$ cat config.mk
export PLATFORM = sky130hd
export DESIGN_NAME = io_controller
export DESIGN_NICKNAME = d
export VERILOG_FILES = /design/src/rtl/io_controller.sv
export SDC_FILE = /design/constraint.sdc
export NUM_CORES = 1
export LEC_CHECK = 0
export ABC_AREA = 1
export BUFFER_PORTS_ARGS = -buffer_cell sky130_fd_sc_hd__buf_2
export CORE_UTILIZATION = 30
export CTS_BUF_LIST = sky130_fd_sc_hd__clkbuf_4 sky130_fd_sc_hd__clkbuf_8 sky130_fd_sc_hd__clkbuf_16
export DETAILED_ROUTE_END_ITERATION = 8
export PLACE_DENSITY = 0.6
export SKIP_CTS_REPAIR_TIMING = 1
export SLEW_MARGIN = 30
export SYNTH_ARGS = -nofsm -noshare
export SYNTH_HDL_FRONTEND = slang
export SYNTH_SLANG_ARGS = --single-unit
export TNS_END_PERCENT = 5
$ cat constraint.sdc
create_clock -name clk -period 1.5 [get_ports clk]
set_input_delay 0.225 -clock clk [delete_from_list [all_inputs] [get_ports clk]]
set_output_delay 0.225 -clock clk [all_outputs]
set_load 0.005 [all_outputs]
$ cat src/rtl/io_controller.sv
// io_controller: memory-mapped board I/O block for a small CPU.
//   Registers (addr): 0 HEX value, 1 LEDR, 2 LEDG, 3 SW (ro), 4 KEY level (ro),
//   5 KEY pending (read, write-1-to-clear), 6 HEX blank mask, 7 IRQ mask.
// Ports:
//   clk, reset (async, active-low)
//   wrEn/rdEn/addr/dataIn : CPU register access; ioOut : registered read data
//   switches, keys        : raw asynchronous board pins (keys active-low)
//   hex                   : 7 segments per digit, active-low, bit 6 = g
//   ledr, ledg            : LED outputs
//   irq                   : level interrupt, OR of enabled pending key presses
module io_controller #(
    parameter int DATA_BIT_WIDTH = 32,
    parameter int NUM_HEX        = 4,
    parameter int NUM_LEDR       = 10,
    parameter int NUM_LEDG       = 8,
    parameter int NUM_SW         = 10,
    parameter int NUM_KEYS       = 4
) (
    input  logic                      clk,
    input  logic                      reset,
    input  logic                      wrEn,
    input  logic                      rdEn,
    input  logic [2:0]                addr,
    input  logic [DATA_BIT_WIDTH-1:0] dataIn,
    output logic [DATA_BIT_WIDTH-1:0] ioOut,
    input  logic [NUM_SW-1:0]         switches,
    input  logic [NUM_KEYS-1:0]       keys,
    output logic [7*NUM_HEX-1:0]      hex,
    output logic [NUM_LEDR-1:0]       ledr,
    output logic [NUM_LEDG-1:0]       ledg,
    output logic                      irq
);

    localparam int HEX_W = 4 * NUM_HEX;

    localparam logic [2:0] ADDR_HEX   = 3'd0;
    localparam logic [2:0] ADDR_LEDR  = 3'd1;
    localparam logic [2:0] ADDR_LEDG  = 3'd2;
    localparam logic [2:0] ADDR_SW    = 3'd3;
    localparam logic [2:0] ADDR_KEY   = 3'd4;
    localparam logic [2:0] ADDR_PEND  = 3'd5;
    localparam logic [2:0] ADDR_BLANK = 3'd6;
    localparam logic [2:0] ADDR_MASK  = 3'd7;

    // Hex nibble to active-low seven-segment pattern (bit 6 = g ... bit 0 = a).
    function automatic logic [6:0] seg_decode(input logic [3:0] nib);
        logic [6:0] seg;
        case (nib)
            4'h0:    seg = 7'h40;
            4'h1:    seg = 7'h79;
            4'h2:    seg = 7'h24;
            4'h3:    seg = 7'h30;
            4'h4:    seg = 7'h19;
            4'h5:    seg = 7'h12;
            4'h6:    seg = 7'h02;
            4'h7:    seg = 7'h78;
            4'h8:    seg = 7'h00;
            4'h9:    seg = 7'h10;
            4'hA:    seg = 7'h08;
            4'hB:    seg = 7'h03;
            4'hC:    seg = 7'h46;
            4'hD:    seg = 7'h21;
            4'hE:    seg = 7'h06;
            4'hF:    seg = 7'h0E;
            default: seg = 7'h7F;
        endcase
        return seg;
    endfunction

    logic [NUM_SW-1:0]         sw_meta_r, sw_sync_r;
    logic [NUM_KEYS-1:0]       key_meta_r, key_sync_r, key_prev_r;
    logic [HEX_W-1:0]          hex_val_r, hex_val_next_s;
    logic [NUM_HEX-1:0]        blank_r, blank_next_s;
    logic [7*NUM_HEX-1:0]      hex_r, hex_next_s;
    logic [NUM_LEDR-1:0]       ledr_r;
    logic [NUM_LEDG-1:0]       ledg_r;
    logic [NUM_KEYS-1:0]       pend_r, pend_next_s, press_s, clr_s, irq_mask_r;
    logic                      irq_r;
    logic [DATA_BIT_WIDTH-1:0] io_out_r, rd_data_s;
    logic                      unused_data_s;

    // Upper write-data bits beyond the widest register are intentionally ignored.
    assign unused_data_s = ^dataIn;

    // Next-state of the display registers and the key-pending set/clear logic.
    always_comb begin
        hex_val_next_s = hex_val_r;
        blank_next_s   = blank_r;
        clr_s          = {NUM_KEYS{1'b0}};
        if (wrEn && (addr == ADDR_HEX)) begin
            hex_val_next_s = dataIn[HEX_W-1:0];
        end else begin
            hex_val_next_s = hex_val_r;
        end
        if (wrEn && (addr == ADDR_BLANK)) begin
            blank_next_s = dataIn[NUM_HEX-1:0];
        end else begin
            blank_next_s = blank_r;
        end
        if (wrEn && (addr == ADDR_PEND)) begin
            clr_s = dataIn[NUM_KEYS-1:0];
        end else begin
            clr_s = {NUM_KEYS{1'b0}};
        end
        // Press edge: key now low, was high one sample earlier. Set beats clear.
        press_s     = ~key_sync_r & key_prev_r;
        pend_next_s = (pend_r & ~clr_s) | press_s;
    end

    // Segment patterns computed from next-state so hex tracks the registers with no extra lag.
    always_comb begin
        hex_next_s = {(7*NUM_HEX){1'b1}};
        for (int i = 0; i < NUM_HEX; i++) begin
            if (blank_next_s[i]) begin
                hex_next_s[7*i +: 7] = 7'h7F;
            end else begin
                hex_next_s[7*i +: 7] = seg_decode(hex_val_next_s[4*i +: 4]);
            end
        end
    end

    // Read multiplexer, zero-extended; reflects pre-write state on same-cycle write.
    always_comb begin
        rd_data_s = {DATA_BIT_WIDTH{1'b0}};
        case (addr)
            ADDR_HEX:   rd_data_s[HEX_W-1:0]    = hex_val_r;
            ADDR_LEDR:  rd_data_s[NUM_LEDR-1:0] = ledr_r;
            ADDR_LEDG:  rd_data_s[NUM_LEDG-1:0] = ledg_r;
            ADDR_SW:    rd_data_s[NUM_SW-1:0]   = sw_sync_r;
            ADDR_KEY:   rd_data_s[NUM_KEYS-1:0] = key_sync_r;
            ADDR_PEND:  rd_data_s[NUM_KEYS-1:0] = pend_r;
            ADDR_BLANK: rd_data_s[NUM_HEX-1:0]  = blank_r;
            ADDR_MASK:  rd_data_s[NUM_KEYS-1:0] = irq_mask_r;
            default:    rd_data_s               = {DATA_BIT_WIDTH{1'b0}};
        endcase
    end

    // Two-flop synchronizers plus previous-key flop; all ones so released keys never look pressed.
    always_ff @(posedge clk or negedge reset) begin
        if (!reset) begin
            sw_meta_r  <= {NUM_SW{1'b1}};
            sw_sync_r  <= {NUM_SW{1'b1}};
            key_meta_r <= {NUM_KEYS{1'b1}};
            key_sync_r <= {NUM_KEYS{1'b1}};
            key_prev_r <= {NUM_KEYS{1'b1}};
        end else begin
            sw_meta_r  <= switches;
            sw_sync_r  <= sw_meta_r;
            key_meta_r <= keys;
            key_sync_r <= key_meta_r;
            key_prev_r <= key_sync_r;
        end
    end

    // CPU-writable registers, pending flags and the registered hex pattern.
    always_ff @(posedge clk or negedge reset) begin
        if (!reset) begin
            hex_val_r  <= {HEX_W{1'b0}};
            blank_r    <= {NUM_HEX{1'b1}};
            hex_r      <= {(7*NUM_HEX){1'b1}};
            ledr_r     <= {NUM_LEDR{1'b0}};
            ledg_r     <= {NUM_LEDG{1'b0}};
            irq_mask_r <= {NUM_KEYS{1'b0}};
            pend_r     <= {NUM_KEYS{1'b0}};
        end else begin
            hex_val_r <= hex_val_next_s;
            blank_r   <= blank_next_s;
            hex_r     <= hex_next_s;
            pend_r    <= pend_next_s;
            if (wrEn && (addr == ADDR_LEDR)) begin
                ledr_r <= dataIn[NUM_LEDR-1:0];
            end else begin
                ledr_r <= ledr_r;
            end
            if (wrEn && (addr == ADDR_LEDG)) begin
                ledg_r <= dataIn[NUM_LEDG-1:0];
            end else begin
                ledg_r <= ledg_r;
            end
            if (wrEn && (addr == ADDR_MASK)) begin
                irq_mask_r <= dataIn[NUM_KEYS-1:0];
            end else begin
                irq_mask_r <= irq_mask_r;
            end
        end
    end

    // Registered read data and interrupt request.
    always_ff @(posedge clk or negedge reset) begin
        if (!reset) begin
            io_out_r <= {DATA_BIT_WIDTH{1'b0}};
            irq_r    <= 1'b0;
        end else begin
            if (rdEn) begin
                io_out_r <= rd_data_s;
            end else begin
                io_out_r <= io_out_r;
            end
            irq_r <= |(pend_r & irq_mask_r);
        end
    end

    assign ioOut = io_out_r;
    assign hex   = hex_r;
    assign ledr  = ledr_r;
    assign ledg  = ledg_r;
    assign irq   = irq_r;

endmodule
==> impl_metrics.env, run 1 <==
export IMPL_hp_class="input port to flop"
export IMPL_cp_start_kind="flop"
export IMPL_cts_tree="yes"
export IMPL_min_period_ns=1.35
export IMPL_seq_area_frac_synth_pct=54.6
export IMPL_drtIter0Drc=386
export IMPL_timing_critical_path_slowest_cell_delay_ns=0.36
export IMPL_die_y_um=141
export IMPL_clk_path_buf_depth=2
export IMPL_h_tree_depth=4
export IMPL_die_w_um=141
export IMPL_postSynthAreaPerCell_um2=8.88
export IMPL_total_leakage_power_nw=3.96
export IMPL_maxCapViolCount=0
export IMPL_grt_max_degree=62
export IMPL_yosysUniqueCellTypes=35
export IMPL_cp_top_family="simple AND/OR/NAND/NOR gates"
export IMPL_clk_pin_slew_worst_paths_ns=0.06
export IMPL_powerDensity_nw_per_um2=1400
export IMPL_fin_cells=1108
export IMPL_crit_type="flop to flop"
export IMPL_slew_violations=0
export IMPL_synth_top_area_share_pct=29.1
export IMPL_vias_per_cell=4.29
export IMPL_ys_seq_elements=123
export IMPL_hold_viol=0
export IMPL_fp_coreArea_um2=18800
export IMPL_end_kind="flop"
export IMPL_grt_pass1_vias=4583
export IMPL_clock_latency_ns=0.42
export IMPL_clock_sinks=123
export IMPL_dp_cells=1060
export IMPL_synth_top_area_cell="dfstp_2"
export IMPL_grtUsageMet3_pct=4.21
export IMPL_async_reset_ff_share_pct=100
export IMPL_grt_busiest_layer="met2"
export IMPL_required_ns=1.83
export IMPL_antenna_found_initial=1
export IMPL_grt_use_met2_pct=24.1
export IMPL_initial_core_util_pct=30.7
export IMPL_ir_drop_mv=0.742
export IMPL_fin_skew_ns=0.0147
export IMPL_path_buf_inv=3
export IMPL_drc_errors=0
export IMPL_area_growth_pct=36.0
export IMPL_critPathMaxFanout=4
export IMPL_root_buffer="clkbuf_16"
export IMPL_status="finished, final reports clean"
export IMPL_fillers=1863
export IMPL_port_buffer_count=99
export IMPL_wl_um=14800
export IMPL_wl_per_cell_um=13.4
export IMPL_gp_congestion=0.880
export IMPL_numCtsBuffers=17
export IMPL_final_area_um2=7870
export IMPL_ys_warn_count=0
export IMPL_die_area_um2=19800
export IMPL_io_pins=132
export IMPL_via_count=4758
export IMPL_fin_crit_sh_pct=90.2
export IMPL_layout_drive_gt1_share_pct=34.7
export IMPL_drtPass1Iterations=5
export IMPL_post_dp_cell_area_um2=7080
export IMPL_rsz0062_at_grt="false"
export IMPL_ant_nets=0
export IMPL_max_freq_ghz=0.739
export IMPL_row_count=50
export IMPL_setup_viol=0
export IMPL_finalSetupTns_ns=0
export IMPL_fin_nets=911
export IMPL_power_mw=11.0
export IMPL_synth_area_leaders="dfstp_2 (29%), dfrtp_1 (26%), nand2_1 (13%), ha_1 (5.2%), nand3_1 (5.0%)"
export IMPL_grt_pass1_wl_um=23400
export IMPL_grt_overflow_total=0
export IMPL_met1_usage_pct=20.2
export IMPL_synth_edf_count=0
export IMPL_synthFlopType="dfstp_2"
export IMPL_syn_area_um2=5790
export IMPL_grt_usage_pct=15.6
export IMPL_crit_arrival_ns=1.68
export IMPL_cpMaxStageDelayCell="dfrtp_1"
export IMPL_syn_inst=652
export IMPL_worstPathCellList="inv_1, nand2_1, nand2_1, inv_1, ha_1, inv_1, nand2_1, nand3_1, nand3_1"
export IMPL_dp_hpwl_um=10900
export IMPL_final_util_pct=41.8
-- cell usage in the layout (no fill, tap or decap), drive strengths merged, types with 2 or more instances in the layout --
| cell | n |
|---|---|
| a21oi | 2 |
| buf | 161 |
| bufinv | 3 |
| clkbuf | 21 |
| clkinv | 4 |
| conb | 16 |
| dfrtp | 59 |
| dfstp | 64 |
| dlygate4sd3 | 15 |
| ha | 24 |
| inv | 84 |
| nand2 | 213 |
| nand3 | 59 |
| nand4 | 12 |
| nor2 | 35 |
| o2111ai | 2 |
| o211ai | 2 |
| o21ai | 61 |
| o22ai | 4 |
-- state kept, by name, indices dropped and copies added (netlist names) --
name and cells:
pend_r 4, key_meta_r 4, hex_val_r 16, ioOut 16
sw_meta_r 10, ledg 8, sw_sync_r 10, key_sync_r 4
key_prev_r 4, irq 1, hex 28, irq_mask_r 4
blank_r 4, ledr 10
-- power by group --
part	switching [mW]	internal [mW]	leakage [nW]
Clock	1.54	2.84	0.314
Sequential	0.228	3.97	1.40
Combinational	1.39	1.03	2.25
Total	3.16	7.85	3.96
-- stage by stage --
| step | hold WS [ns] | setup slack [ns] |
|---|---|---|
| after global routing | 0.123 | 0.0431 |
| after detailed placement | 0.0749 | -0.214 |
| after CTS | -0.376 | 0.147 |
| final | 0.127 | 0.146 |
| after floorplan | -0.0706 | -0.208 |
| after global placement | 0.0687 | -0.191 |
-- layout make-up --
class | count | area [um^2] | area share [%]
repair buffers | 176 | 1180 | 14.9
well taps | 260 | 325 | 4.13
clock buffers | 21 | 485 | 6.17
diodes | 1 | 2.50 | 0.0318
inverters | 81 | 307 | 3.89
flip-flops and latches | 123 | 3160 | 40.1
clock inverters | 11 | 156 | 1.99
multi-input cells | 435 | 2260 | 28.7
-- cells in the mapped netlist (4+ instances only) --
library cell  number
ha_1              24
o22ai_1            4
buf_4             19
nor2_1            32
nand3_1           58
nand2_2            6
dfrtp_1           59
o21ai_2            8
o21ai_0           46
o21ai_1            5
inv_2              5
nand2_1          207
inv_1             74
buf_2              4
dfstp_2           64
nand4_1           11
-- worst paths after layout --
kind,start,endpoint,slack [ns],cells past startpoint
max,hex_val_r[5],hex[10],0.15,9
min,dataIn[7],ledg[7],0.13,3
max reg2reg,hex_val_r[5],hex[10],0.15,9
min reg2reg,sw_meta_r[0],sw_sync_r[0],0.35,0
max in group asynchronous,reset,blank_r[0],0.70,3
min in group asynchronous,reset,ioOut[15],0.19,2
-- kinds of logic after synthesis --
kind of cell,Yosys count,synth area share (%)
other cells,1,0.0648
mux,1,0.195
buf+inv,109,8.69
simple gates,321,23.7
compound gates,73,7.63
fa+ha+maj,24,5.19
flops,123,54.6
-- worst register-to-register path, cell delays in order (launching register included) --
cell     delay (ns)
dfrtp_1        0.36
inv_1          0.07
nand2_1        0.07
nand2_1        0.13
inv_1          0.08
ha_1           0.28
inv_1          0.09
nand2_1        0.06
nand3_1        0.07
nand3_1        0.08
-- routing by layer --
layer	routed length [um]	part of all wire, %
met4	333	2.3
met1	6730	46
met5	0	0
met3	808	5.5
met2	6920	47
(Power assumes the default switching activity.)
==> inputs of run 2 (changes only) <==
--- a/config.mk
+++ b/config.mk
@@ -7,10 +7,10 @@
 export LEC_CHECK = 0
 export ABC_AREA = 1
 export BUFFER_PORTS_ARGS = -buffer_cell sky130_fd_sc_hd__buf_2
-export CORE_UTILIZATION = 30
+export CORE_UTILIZATION = 54
 export CTS_BUF_LIST = sky130_fd_sc_hd__clkbuf_4 sky130_fd_sc_hd__clkbuf_8 sky130_fd_sc_hd__clkbuf_16
 export DETAILED_ROUTE_END_ITERATION = 8
-export PLACE_DENSITY = 0.6
+export PLACE_DENSITY = 0.91
 export SKIP_CTS_REPAIR_TIMING = 1
 export SLEW_MARGIN = 30
 export SYNTH_ARGS = -nofsm -noshare
==> run 2 against run 1 <==
  * Worst setup slack got worse by 0.073 ns
  * Sequential share of layout area increased by 0.89 points
  * Register-to-register slack worse by 0.07 ns
  * Die area fell by 44%
  * Critical path depth unchanged
  * Wire length grew 2.5%
  * Combinational power is essentially flat
  * Utilization up 32 points
  * Flip-flop and latch count unchanged
  * Clock-buffer cell count increased by 1
  * Maximum frequency decreased by 5.1%
  * Cell count down 11%
  * Critical endpoint is now hex[21]
  * Largest power group unchanged
  * Highest routed layer unchanged
==> impl_metrics.env, run 2 (synthesis gave the netlist of run 1 again) <==
export IMPL_p_sw_mw=3.14
export IMPL_ir_drop_mv=1.17
export IMPL_vias_per_cell=5.30
export IMPL_layout_commonest_cell="nand2_1"
export IMPL_finalSetupTns_ns=0
export IMPL_clk_pin_slew_worst_paths_ns=0.06
export IMPL_min_period_ns=1.43
export IMPL_layout_drive_gt1_share_pct=34.3
export IMPL_crit_arrival_ns=1.87
export IMPL_port_buffer_count=99
export IMPL_powerDensity_nw_per_um2=1420
export IMPL_initial_core_util_pct=55.8
export IMPL_seqPwrFrac_pct=38.6
export IMPL_drtIter0Drc=397
export IMPL_final_area_um2=7700
export IMPL_status="finished, final reports clean"
export IMPL_io_pins=132
export IMPL_drtPass1Iterations=6
export IMPL_required_ns=1.94
export IMPL_maxCapViolCount=0
export IMPL_area_growth_pct=33.1
export IMPL_post_dp_cell_area_um2=6890
export IMPL_fin_crit_sh_pct=95.1
export IMPL_grt_overflow_total=0
export IMPL_grt_pass1_wl_um=24500
export IMPL_dp_hpwl_um=10400
export IMPL_gp_congestion=0.918
export IMPL_grtUsageMet3_pct=7.85
export IMPL_ant_nets=0
export IMPL_grt_busiest_layer="met2"
export IMPL_drc_errors=0
export IMPL_switching_share_pct=28.7
export IMPL_setup_viol=0
export IMPL_diodes=0
export IMPL_root_buffer="clkbuf_8"
export IMPL_die_area_um2=11100
export IMPL_total_leakage_power_nw=3.95
export IMPL_slew_violations=0
export IMPL_max_freq_ghz=0.701
export IMPL_antenna_found_initial=0
export IMPL_met1_usage_pct=35.2
export IMPL_grt_pass1_vias=5050
export IMPL_worstPathCellList="inv_1, nand2_1, o21ai_4, inv_1, ha_1, inv_1, nand2_1, nand3_1, nand3_1"
export IMPL_end_kind="flop"
export IMPL_wl_per_cell_um=15.4
export IMPL_fp_coreArea_um2=10400
export IMPL_final_util_pct=74.3
export IMPL_final_cell_mix="nand2_1 (207), buf_2 (98), inv_1 (69)"
export IMPL_intPower_mw=7.78
export IMPL_rsz0062_at_grt="false"
export IMPL_combPwrFrac_pct=22.5
export IMPL_die_y_um=106
export IMPL_die_w_um=106
export IMPL_hp_class="input port to flop"
export IMPL_grt_usage_pct=29.1
export IMPL_cts_tree="yes"
export IMPL_clock_latency_ns=0.52
export IMPL_fin_nets=910
export IMPL_timing_critical_path_slowest_cell_delay_ns=0.36
export IMPL_row_count=37
export IMPL_fin_skew_ns=0.00465
export IMPL_largest_register_ffs=28
export IMPL_crit_type="flop to flop"
export IMPL_grt_use_met2_pct=48.2
export IMPL_h_tree_depth=4
export IMPL_critPathMaxFanout=4
export IMPL_cpMaxStageDelayCell="dfrtp_1"
export IMPL_wl_um=15200
export IMPL_hold_viol=0
export IMPL_clock_sinks=123
export IMPL_numCtsBuffers=17
export IMPL_cp_start_kind="flop"
export IMPL_crit_top_cell="inv_1"
export IMPL_via_count=5209
export IMPL_power_frac_clock_pct=38.9
export IMPL_grt_max_degree=42
export IMPL_clk_path_buf_depth=2
-- run 2: cell count changes in the layout (fill, tap and decap cells not counted), sizes merged --
cell	delta
clkbuf	+1
diode	-1
inv	-3
clkinvlp	+1
dlygate4sd3	+3
clkinv	+1
buf	-4
-- run 2: power groups by stage --
stage,logic (mW),clock network [mW],registers [mW]
floorplan,1.31,0,4.25
global placement,2.26,0,4.22
detailed placement,2.36,0,4.24
CTS,2.40,4.31,4.21
global route,2.75,4.48,4.25
finish,2.45,4.25,4.22
-- run 2: layout make-up --
type | instances | area [um^2]
Clock inverter | 10 | 135
Timing Repair Buffer | 175 | 1180
Clock buffer | 22 | 493
Fill cell | 744 | 2670
Tap cell | 136 | 170
Sequential cell | 123 | 3160
Inverter | 81 | 307
Multi-Input combinational cell | 435 | 2260
-- run 2: per-stage QoR --
stage / worst slack [ns] / cells / total power [mW] / hold WS, ns
after floorplan: -0.208 / 667 / 5.55 / -0.0706
after detailed placement: -0.222 / 932 / 6.60 / 0.179
after global placement: -0.176 / 932 / 6.48 / 0.177
after CTS: 0.110 / 964 / 10.9 / -0.375
final: 0.0735 / 982 / 10.9 / 0.0406
after global routing: 0.0127 / 982 / 11.5 / 0.0234
-- run 2: critical path: cells and delay by family, from the launching register on --
| kind | cells | cell delay [ns] |
|---|---|---|
| simple gates | 4 | 0.37 |
| flops | 1 | 0.36 |
| buf+inv | 3 | 0.29 |
| fa+ha+maj | 1 | 0.23 |
| compound gates | 1 | 0.10 |
-- run 2: final timing paths --
check / startpoint / to / slack, ns / cells after the start
max reg2reg: hex_val_r[13] / hex[21] / 0.07 / 9
min reg2reg: key_meta_r[3] / key_sync_r[3] / 0.35 / 0
min: dataIn[15] / hex_val_r[15] / 0.04 / 3
max: hex_val_r[13] / hex[21] / 0.07 / 9
max in group asynchronous: reset / sw_sync_r[8] / 0.72 / 3
min in group asynchronous: reset / hex_val_r[14] / 0.18 / 2
-- run 2: per-layer routing --
| layer | routed length [um] | part of all wire (%) |
|---|---|---|
| met1 | 5890 | 39 |
| met2 | 7610 | 50 |
| met3 | 1090 | 7.2 |
| met4 | 580 | 3.8 |
| met5 | 0 | 0 |
